### config.mk
export PLATFORM = sky130hd
export DESIGN_NAME = video_timing_tpg
export DESIGN_NICKNAME = d
export VERILOG_FILES = /design/src/rtl/video_timing_tpg.sv
export SDC_FILE = /design/constraint.sdc
export NUM_CORES = 1
export LEC_CHECK = 0
export ABC_CLOCK_PERIOD_IN_PS = 4000
export BUFFER_PORTS_ARGS = -buffer_cell sky130_fd_sc_hd__buf_4
export CORE_ASPECT_RATIO = 1.75
export CORE_MARGIN = 2
export CORE_UTILIZATION = 35
export DETAILED_ROUTE_END_ITERATION = 16
export HOLD_SLACK_MARGIN = 0.12
export MAX_ROUTING_LAYER = met4
export PLACE_DENSITY = 0.58
export SYNTH_ARGS = -nofsm -noshare
export SYNTH_HDL_FRONTEND = slang
export SYNTH_SLANG_ARGS = --single-unit
### constraint.sdc
create_clock -name i_clk_pixel -period 4 [get_ports i_clk_pixel]
set_input_delay 0 -clock i_clk_pixel [delete_from_list [all_inputs] [get_ports i_clk_pixel]]
set_output_delay 0 -clock i_clk_pixel [all_outputs]
set_load 0.01 [all_outputs]
### src/rtl/video_timing_tpg.sv
// Parametrised video timing generator with a run-time selectable test-pattern source.
// Define VTG_SCROLL_EN to add a per-frame horizontal scroll and the o_frame_cnt output.
module video_timing_tpg #(
    parameter int p_h_active   = 640,
    parameter int p_h_fp       = 16,
    parameter int p_h_sync     = 96,
    parameter int p_h_bp       = 48,
    parameter int p_v_active   = 480,
    parameter int p_v_fp       = 10,
    parameter int p_v_sync     = 2,
    parameter int p_v_bp       = 33,
    parameter int p_hsync_pol  = 0,
    parameter int p_vsync_pol  = 0,
    parameter int p_color_bits = 8,
    parameter int p_check_log2 = 5
) (
    input  logic                                                       i_clk_pixel,
    input  logic                                                       i_rst_n,
    input  logic [1:0]                                                 i_mode,
    input  logic [3*p_color_bits-1:0]                                  i_solid,
    output logic                                                       o_hsync,
    output logic                                                       o_vsync,
    output logic                                                       o_data_en,
    output logic [3*p_color_bits-1:0]                                  o_data,
    output logic [$clog2(p_h_active+p_h_fp+p_h_sync+p_h_bp)-1:0]       o_x_pos,
    output logic [$clog2(p_v_active+p_v_fp+p_v_sync+p_v_bp)-1:0]       o_y_pos,
    output logic                                                       o_sof,
    output logic                                                       o_sol
`ifdef VTG_SCROLL_EN
    ,
    output logic [p_color_bits-1:0]                                    o_frame_cnt
`endif
);

    localparam int H_TOTAL = p_h_active + p_h_fp + p_h_sync + p_h_bp;
    localparam int V_TOTAL = p_v_active + p_v_fp + p_v_sync + p_v_bp;
    localparam int HW      = $clog2(H_TOTAL);
    localparam int VW      = $clog2(V_TOTAL);
    localparam int N       = p_color_bits;
    localparam int HE      = HW + 1;
    localparam int VE      = VW + 1;
    localparam int XW      = (N > p_check_log2 + 1) ? N : p_check_log2 + 1;
    localparam int HS_BEG  = p_h_active + p_h_fp;
    localparam int HS_END  = HS_BEG + p_h_sync;
    localparam int VS_BEG  = p_v_active + p_v_fp;
    localparam int VS_END  = VS_BEG + p_v_sync;
    localparam logic HS_ASSERT = (p_hsync_pol != 0);
    localparam logic VS_ASSERT = (p_vsync_pol != 0);

    generate
        if (p_h_active < 8 || p_h_sync == 0 || p_v_sync == 0 || p_color_bits < 4) begin : g_bad_cfg
            $error("video_timing_tpg: illegal parameter set");
        end
    endgenerate

    logic [HW-1:0]  h_cnt_r;
    logic [VW-1:0]  v_cnt_r;
    logic [1:0]     mode_r;
    logic [3*N-1:0] solid_r;
    logic [HE-1:0]  h_ext_s;
    logic [VE-1:0]  v_ext_s;
    logic           h_last_s;
    logic           v_last_s;
    logic           origin_s;
    logic           active_s;
    logic           v_active_s;
    logic           hs_on_s;
    logic           vs_on_s;
    logic [1:0]     mode_eff_s;
    logic [3*N-1:0] solid_eff_s;
    logic [XW-1:0]  x_eff_s;
    logic [XW-1:0]  y_eff_s;
    logic [2:0]     bar_idx_s;
    logic [2:0]     bar_rgb_s;
    logic [3*N-1:0] pix_s;
`ifdef VTG_SCROLL_EN
    logic [N-1:0]   frame_r;
`endif

    assign h_ext_s    = {1'b0, h_cnt_r};
    assign v_ext_s    = {1'b0, v_cnt_r};
    assign h_last_s   = (h_ext_s == HE'(H_TOTAL - 1));
    assign v_last_s   = (v_ext_s == VE'(V_TOTAL - 1));
    assign origin_s   = (h_cnt_r == {HW{1'b0}}) && (v_cnt_r == {VW{1'b0}});
    assign v_active_s = (v_ext_s < VE'(p_v_active));
    assign active_s   = (h_ext_s < HE'(p_h_active)) && v_active_s;
    assign hs_on_s    = (h_ext_s >= HE'(HS_BEG)) && (h_ext_s < HE'(HS_END));
    assign vs_on_s    = (v_ext_s >= VE'(VS_BEG)) && (v_ext_s < VE'(VS_END));

    // The frame that starts at (0,0) already uses the mode and colour presented at (0,0).
    assign mode_eff_s  = origin_s ? i_mode  : mode_r;
    assign solid_eff_s = origin_s ? i_solid : solid_r;

`ifdef VTG_SCROLL_EN
    assign x_eff_s = XW'(h_cnt_r) + XW'(frame_r);
`else
    assign x_eff_s = XW'(h_cnt_r);
`endif
    assign y_eff_s = XW'(v_cnt_r);

    // Raster counters, frame-synchronous pattern latch and optional frame counter.
    always_ff @(posedge i_clk_pixel or negedge i_rst_n) begin
        if (!i_rst_n) begin
            h_cnt_r <= {HW{1'b0}};
            v_cnt_r <= {VW{1'b0}};
            mode_r  <= 2'd0;
            solid_r <= {3*N{1'b0}};
`ifdef VTG_SCROLL_EN
            frame_r <= {N{1'b0}};
`endif
        end else begin
            if (origin_s) begin
                mode_r  <= i_mode;
                solid_r <= i_solid;
            end
            if (h_last_s) begin
                h_cnt_r <= {HW{1'b0}};
                if (v_last_s) begin
                    v_cnt_r <= {VW{1'b0}};
`ifdef VTG_SCROLL_EN
                    frame_r <= frame_r + {{(N-1){1'b0}}, 1'b1};
`endif
                end else begin
                    v_cnt_r <= v_cnt_r + {{(VW-1){1'b0}}, 1'b1};
                end
            end else begin
                h_cnt_r <= h_cnt_r + {{(HW-1){1'b0}}, 1'b1};
            end
        end
    end

    // Colour-bar index from elaboration-time boundaries; colour bits are {R,G,B}.
    always_comb begin
        bar_idx_s = 3'd0;
        for (int k = 1; k < 8; k++) begin
            if (h_ext_s >= HE'(k * p_h_active / 8)) begin
                bar_idx_s = bar_idx_s + 3'd1;
            end else begin
                bar_idx_s = bar_idx_s;
            end
        end
        case (bar_idx_s)
            3'd0:    bar_rgb_s = 3'b111;
            3'd1:    bar_rgb_s = 3'b110;
            3'd2:    bar_rgb_s = 3'b011;
            3'd3:    bar_rgb_s = 3'b010;
            3'd4:    bar_rgb_s = 3'b101;
            3'd5:    bar_rgb_s = 3'b100;
            3'd6:    bar_rgb_s = 3'b001;
            default: bar_rgb_s = 3'b000;
        endcase
    end

    // Pattern mux; pixel word is packed {B,G,R} so channel 0 is red.
    always_comb begin
        pix_s = {3*N{1'b0}};
        case (mode_eff_s)
            2'd0: pix_s = {{N{bar_rgb_s[0]}}, {N{bar_rgb_s[1]}}, {N{bar_rgb_s[2]}}};
            2'd1: pix_s = (x_eff_s[p_check_log2] ^ y_eff_s[p_check_log2]) ? {3*N{1'b1}} : {3*N{1'b0}};
            2'd2: pix_s = {x_eff_s[N-1:0] ^ y_eff_s[N-1:0], y_eff_s[N-1:0], x_eff_s[N-1:0]};
            2'd3: pix_s = solid_eff_s;
            default: pix_s = {3*N{1'b0}};
        endcase
    end

    // Output stage: every output shows the counter state of the previous clock.
    always_ff @(posedge i_clk_pixel or negedge i_rst_n) begin
        if (!i_rst_n) begin
            o_hsync     <= ~HS_ASSERT;
            o_vsync     <= ~VS_ASSERT;
            o_data_en   <= 1'b0;
            o_data      <= {3*N{1'b0}};
            o_x_pos     <= {HW{1'b0}};
            o_y_pos     <= {VW{1'b0}};
            o_sof       <= 1'b0;
            o_sol       <= 1'b0;
`ifdef VTG_SCROLL_EN
            o_frame_cnt <= {N{1'b0}};
`endif
        end else begin
            o_hsync     <= hs_on_s ? HS_ASSERT : ~HS_ASSERT;
            o_vsync     <= vs_on_s ? VS_ASSERT : ~VS_ASSERT;
            o_data_en   <= active_s;
            o_data      <= active_s ? pix_s : {3*N{1'b0}};
            o_x_pos     <= h_cnt_r;
            o_y_pos     <= v_cnt_r;
            o_sof       <= origin_s;
            o_sol       <= (h_cnt_r == {HW{1'b0}}) && v_active_s;
`ifdef VTG_SCROLL_EN
            o_frame_cnt <= frame_r;
`endif
        end
    end

endmodule

==> results of run 1 <==
[placed cells by master (no fill, tap or decap), types with 3 or more instances in the layout]
cell type,n
a211oi_1,4
a21boi_0,7
a21oi_1,20
a31oi_1,11
and3_1,7
and4_1,3
buf_4,102
buf_6,3
clkbuf_16,9
clkinv_2,3
dfrtp_1,93
dlygate4sd3_1,26
ha_1,7
inv_1,7
mux2i_1,6
nand2_1,90
nand3_1,34
nand4_1,6
nor2_1,24
nor2b_1,4
nor3_1,6
nor3_2,3
o211ai_1,3
o21a_1,3
o21ai_0,29
o21ai_1,5
xnor2_1,8
xor2_1,17
[per-layer routing]
metal | global-route usage (%) | vias to the layer above
li1 | - | 1856
met1 | 19.7 | 1892
met2 | 34.0 | 110
met3 | 2.76 | 24
met4 | 9.38 | 0
met5 | - | -
[path summary, 6_finish.rpt]
path	start	end	slack (ns)	depth (start not counted)
max	h_cnt_r[9]	o_data[14]	0.06	22
min	i_mode[1]	o_data[13]	0.12	4
max reg2reg	h_cnt_r[9]	o_data[14]	0.06	22
min reg2reg	solid_r[23]	solid_r[23]	0.46	2
max in group asynchronous	i_rst_n	solid_r[0]	2.72	3
min in group asynchronous	i_rst_n	o_x_pos[9]	0.19	2
[worst reg2reg max path, delay by kind of cell (launching register included)]
family / cells / cell delay (ns)
AO/OA/AOI/OAI: 7 / 1.00
XOR/XNOR: 2 / 0.25
buffers and inverters: 1 / 0.04
flip-flops: 1 / 0.39
adder cells (fa/ha/maj): 5 / 1.26
AND/OR/NAND/NOR: 7 / 0.84
[area by class of cell]
cell class	instances	area [sq um]
sequential	95	2380
tap	171	214
multi-input combinational	339	2090
clock inverter	7	70.1
inverter	10	37.5
clock buffer	9	225
timing repair buffer	131	1060
fill	1220	6790
[through the flow]
stage	util (%)	area, sq um
3_3_place_gp	41.6	5350
5_1_grt	47.2	6080
4_1_cts	46.2	5950
3_5_place_dp	41.6	5350
2_1_floorplan	-	4580
6_report	47.2	6080
[cells by family after synthesis]
kind of cell               after synthesis  share of synthesized area [%]
and+or+nand+nor                        195                           20.1
DFF                                     95                           52.1
muxes                                    7                           1.56
buffers and inverters                   45                           4.85
xor gates and xnor gates                27                           5.18
AOI/OAI and AO/OA                      100                           13.5
adders and majority gates               10                           2.74
[synthesized netlist by cell type (all sizes together), types with 3 or more instances]
cell type / n / area, sq um
o211ai: 3 / 22.5
o21ai: 36 / 180
nor2b: 4 / 25.0
a21boi: 10 / 75.1
xnor2: 10 / 87.6
a31oi: 13 / 81.3
nor2: 25 / 93.8
a21oi: 22 / 110
xor2: 17 / 149
or2: 3 / 18.8
nor3: 10 / 60.1
inv: 9 / 33.8
nand3: 34 / 170
a211oi: 5 / 42.5
nand4: 6 / 37.5
buf: 19 / 124
o21a: 3 / 22.5
and3: 7 / 43.8
clkbuf: 16 / 60.1
mux2i: 6 / 60.1
ha: 10 / 125
dfrtp: 93 / 2330
and4: 3 / 26.3
or3: 3 / 23.8
nand2: 93 / 349
[what timing repair did]
action / in CTS / in global routing
setup buffers: 3 / 4
pin swaps: 6 / 20
hold endpoints to repair: 86 / 0
hold buffers: 26 / 0
gates resized for setup: 7 / 24
setup endpoints to repair: 7 / 15
[where the power goes]
part           internal, mW  switching, mW
logic                0.0721         0.0765
registers             0.988         0.0134
clock network         0.486          0.375
total                  1.55          0.465
[state kept, by name, indices dropped and copies added (netlist names), 2 cells and up]
| name | count |
|---|---|
| h_cnt_r | 10 |
| mode_r | 2 |
| o_data | 24 |
| o_x_pos | 10 |
| o_y_pos | 10 |
| solid_r | 24 |
| v_cnt_r | 10 |
==> flow_summary.yaml, run 1 <==
global_route:
  grt_overflow: 0
  grt_max_degree: 54
  antenna_found_initial: 0
  grt_usage_pct: 18.8
  grt_pass1_wl_microns: 19900
  grt_pass1_vias: 3904
final_layout:
  final_layout_size_suffix_gt1_share_pct: 26.2
  syn_to_final_growth_pct: 33.0
  nNetsFinal: 624
  final_cells: 762
  insertedDiodeCount: 0
power_and_ir_drop:
  power_mw: 2.01
  p_leak_nw: 2.82
  power_density_mw_per_mm2: 331
  peakVddDrop_v: 0.000182
detailed_routing:
  wl_met2_microns: 6980
  vias: 3882
  drt_iter0_drc: 296
  via_per_inst: 5.09
  postRouteWirelength_microns: 12500
  met1_length_microns: 4690
  drc: 0
  drtPass1Iterations: 5
  detail_route.wl_per_cell_microns: 16.4
  ant_nets: 0
  dr.max_layer_used: "met4"
  route.met3.wl_microns: 455
synth:
  yosysWarnings: 0
  seq_area_frac_synth_pct: 52.1
  ys_seq_elements: 95
  synthArstFlopShare_pct: 100
  syn_nets: 517
  synth_area_per_cell_sq_um: 9.54
  ys.flop_type: "dfrtp_1"
  synth-edff-count: 0
  syn-instance-count: 479
  synth_cell_types: 47
  synth_area_sq_mm: 0.00457
die:
  boundaryPins: 77
  rows: 55
  initial_core_util_pct: 35.5
  die_x_microns: 90.4
  dieHeight_microns: 155
  core_sq_mm: 0.0129
  die-area_sq_mm: 0.0140
cts:
  cts.path.max_buffers: 2
  cts-root-buf: "clkbuf_16"
  cts.sinks: 95
  cts_tree: "built"
  clk_latency_ns: 0.34
  cts_made_buffers: 9
  htree_levels: 3
  clk_pin_slew_ns: 0.07
critical_path:
  cp.arrival_ns: 4.13
  path_class: "flop to flop"
  crit_fanout: 7
  crit_chain: "nor3_2 -> and2_4 -> inv_2 -> ha_4 -> nor3_4 -> a21oi_2 -> ha_1 -> o21ai_2 -> o21ai_1 -> ha_1 -> nor2_1 -> nor2_1 -> ha_1 -> nor2_1 -> a311oi_2 -> ha_2 -> nand2_2 -> xnor2_2 -> a21oi_2 -> xnor2_2 -> o21ai_4 -> a31oi_1"
  cpPeakStageDelay_ns: 0.39
  cp.required_ns: 4.18
  crit_path_end_kind: "flop"
  worst-path-buf-inv: 1
  cpMaxStageDelayCell: "dfrtp_1"
  startpoint_type: "flop"
  cp_top_family: "adder cells"
sta:
  max_freq_mhz: 254
  rsz0062_at_grt: "true"
  hold_viol: 0
  min_period_over_period_pct: 98.6
  min_period_ns: 3.94
  slew_violations: 0
  slew_headroom_pct: 54.9
  whs_ns: 0.124
  tightestPinTransition_ns: 0.675
  setup-tns-final_ns: 0
  worst_slack_ns: 0.0574
  setup_viol: 0
  clock_skew_ns: 0.00737
placed_design:
  port_buffers: 76
  post-place-cells: 714
  hpwl_microns: 8830
  gp_congestion: 0.826
  post-place-ws_ns: -0.169
worst_hold_path:
  hold_path_class: "input pin to flop"
status:
  status: "complete, no violations"
run:
  cap_viol_max_count: 0
Note: power is estimated with default switching activity, not from simulation.
==> run 2, diff against run 1 <==
--- a/config.mk
+++ b/config.mk
@@ -9,11 +9,11 @@
 export BUFFER_PORTS_ARGS = -buffer_cell sky130_fd_sc_hd__buf_4
 export CORE_ASPECT_RATIO = 1.75
 export CORE_MARGIN = 2
-export CORE_UTILIZATION = 35
+export CORE_UTILIZATION = 51
 export DETAILED_ROUTE_END_ITERATION = 16
 export HOLD_SLACK_MARGIN = 0.12
 export MAX_ROUTING_LAYER = met4
-export PLACE_DENSITY = 0.58
+export PLACE_DENSITY = 0.87
 export SYNTH_ARGS = -nofsm -noshare
 export SYNTH_HDL_FRONTEND = slang
 export SYNTH_SLANG_ARGS = --single-unit
==> run 2 against run 1 <==
The run now ends with negative setup slack left. Fmax shrank 6.8%. Cell area grew 0.80%. Clock power shrank 7.3%. Global-route usage grew 8.6 points. Die area shrank 30%. Sequential cell count is the same. Clock-buffer cell count grew 2. Routed wire length grew 8.3%. Total power shrank 2.6%. Non-clock buffer count grew 10. Setup slack lost 0.29 ns.
==> flow_summary.yaml, run 2 (synthesized netlist as in run 1, its figures left out) <==
status:
  status: "complete, but fails checks"
  violations: "negative setup slack"
placed_design:
  gp_congestion: 0.914
  placed_cell_area_sq_mm: 0.00523
  port_buffers: 76
  hpwl_microns: 7950
die:
  initial_core_util_pct: 52.7
  dieHeight_microns: 129
  rows: 45
  die-area_sq_mm: 0.00976
  boundaryPins: 77
  die_x_microns: 75.6
  core_sq_mm: 0.00867
power_and_ir_drop:
  p_sw_uw: 457
  internal-power_mw: 1.50
  clock_power_share_pct: 40.7
  power_mw: 1.96
  switching_share_pct: 23.4
  p_leak_nw: 2.88
  seq_power_share_pct: 51.2
  peakVddDrop_v: 0.000223
  power_density_mw_per_mm2: 320
  combPwrFrac_pct: 8.0
global_route:
  grt_overflow: 0
  grt_max_degree: 56
  grt_pass1_vias: 3925
  antenna_found_initial: 0
  grt_usage_pct: 27.4
  grt_pass1_wl_microns: 19500
critical_path:
  crit_path_end_kind: "flop"
  cp.required_ns: 4.18
  startpoint_type: "flop"
  crit_fanout: 7
  cp.arrival_ns: 4.41
  path_class: "flop to flop"
sta:
  clock_skew_ns: 0.00656
  min_period_over_period_pct: 106
  slew_headroom_pct: 50.0
  max_freq_mhz: 236
  tightestPinTransition_ns: 0.749
  slew_violations: 0
  worst_slack_ns: -0.228
  rsz0062_at_grt: "true"
  hold_viol: 0
  setup_viol: 9
  min_period_ns: 4.23
  whs_ns: 0.173
cts:
  clk_pin_slew_ns: 0.06
  htree_levels: 3
  clk_latency_ns: 0.35
  cts.path.max_buffers: 2
  cts_made_buffers: 9
  cts_tree: "built"
  cts.sinks: 95
  cts-root-buf: "clkbuf_16"
worst_hold_path:
  hold_path_class: "input pin to asynchronous set/reset pin"
final_layout:
  final_common_cell: "buf_4"
  syn_to_final_growth_pct: 34.1
  nNetsFinal: 634
  n_fill_cell: 578
  top_regs: "o_data (24), solid_r (24)"
  layout_common_cells: "buf_4 (109), dfrtp_1 (93), nand2_1 (90)"
  design_area_sq_mm: 0.00613
  final_layout_size_suffix_gt1_share_pct: 27.6
  insertedDiodeCount: 0
detailed_routing:
  via_per_inst: 5.95
  drtPass1Iterations: 7
  postRouteWirelength_microns: 13600
  detail_route.wl_per_cell_microns: 18.9
  drt_iter0_drc: 536
  drc: 0
  vias: 4275
  ant_nets: 0
run:
  cap_viol_max_count: 0
[run 2: worst paths after layout]
path / from / endpoint / slack [ns] / depth (start not counted)
setup / recovery: h_cnt_r[9] / o_data[9] / -0.23 / 23
hold / removal: i_rst_n / o_x_pos[9] / 0.17 / 2
setup reg to reg: h_cnt_r[9] / o_data[9] / -0.23 / 23
hold reg to reg: solid_r[19] / solid_r[19] / 0.47 / 2
max in group asynchronous: i_rst_n / solid_r[2] / 2.77 / 3
min in group i_clk_pixel: i_solid[13] / solid_r[13] / 0.41 / 4
[run 2: worst max-delay path: stages, from the launching register on]
cell      delay, ns
dfrtp_1        0.43
nor3_2         0.22
and2_4         0.18
inv_1          0.06
ha_4           0.17
nor3_4         0.19
a21oi_2        0.08
ha_1           0.31
o21ai_2        0.07
o21ai_1        0.10
ha_1           0.32
nor2_1         0.12
nor2_1         0.07
ha_1           0.28
nor2_1         0.05
a311oi_2       0.29
ha_2           0.24
nand2_2        0.06
xnor2_2        0.14
a21oi_2        0.18
xnor2_2        0.11
o21ai_2        0.17
buf_6          0.18
a31oi_1        0.06
[run 2: per-stage QoR]
stage	worst slack, ns	setup TNS [ns]	cells	util, %
3_3_place_gp	0.0178	0	653	60.3
2_1_floorplan	0.00153	0	479	-
5_1_grt	-0.446	-4.47	718	70.6
6_report	-0.228	-1.68	718	70.6
4_1_cts	0.0231	0	699	67.1
3_5_place_dp	-0.155	-1.08	653	60.3
[run 2: power groups by stage]
stage	combinational, mW	sequential [mW]	clock, mW
after floorplan	0.0468	1.02	0
after global placement	0.124	1.02	0
after detailed placement	0.128	1.02	0
after CTS	0.150	1.00	0.805
after global routing	0.172	1.00	0.841
final	0.157	1.00	0.798
[run 2: repair_timing]
item / CTS / global route
gates resized for setup: 6 / 33
pin swaps: 2 / 18
endpoints found under the hold margin: 83 / 0
endpoints found under the setup margin: 11 / 15
buffers inserted: 3 / 19
hold buffers: 27 / 0
[run 2: layout make-up]
type	count	area [sq um]	share of cell area (%)
Tap cell	117	146	2.39
Clock buffer	11	243	3.96
Multi-Input combinational cell	339	2130	34.8
Sequential cell	95	2380	38.8
Timing Repair Buffer	141	1150	18.8
Inverter	10	37.5	0.613
Clock inverter	5	35.0	0.572
[run 2: layer usage]
layer	GRT usage, %	wire length [microns]	vias up
met1	30.9	4810	2044
met2	44.7	7000	287
met4	15.1	818	0
met3	4.98	930	72
met5	-	0	-
li1	-	-	1872
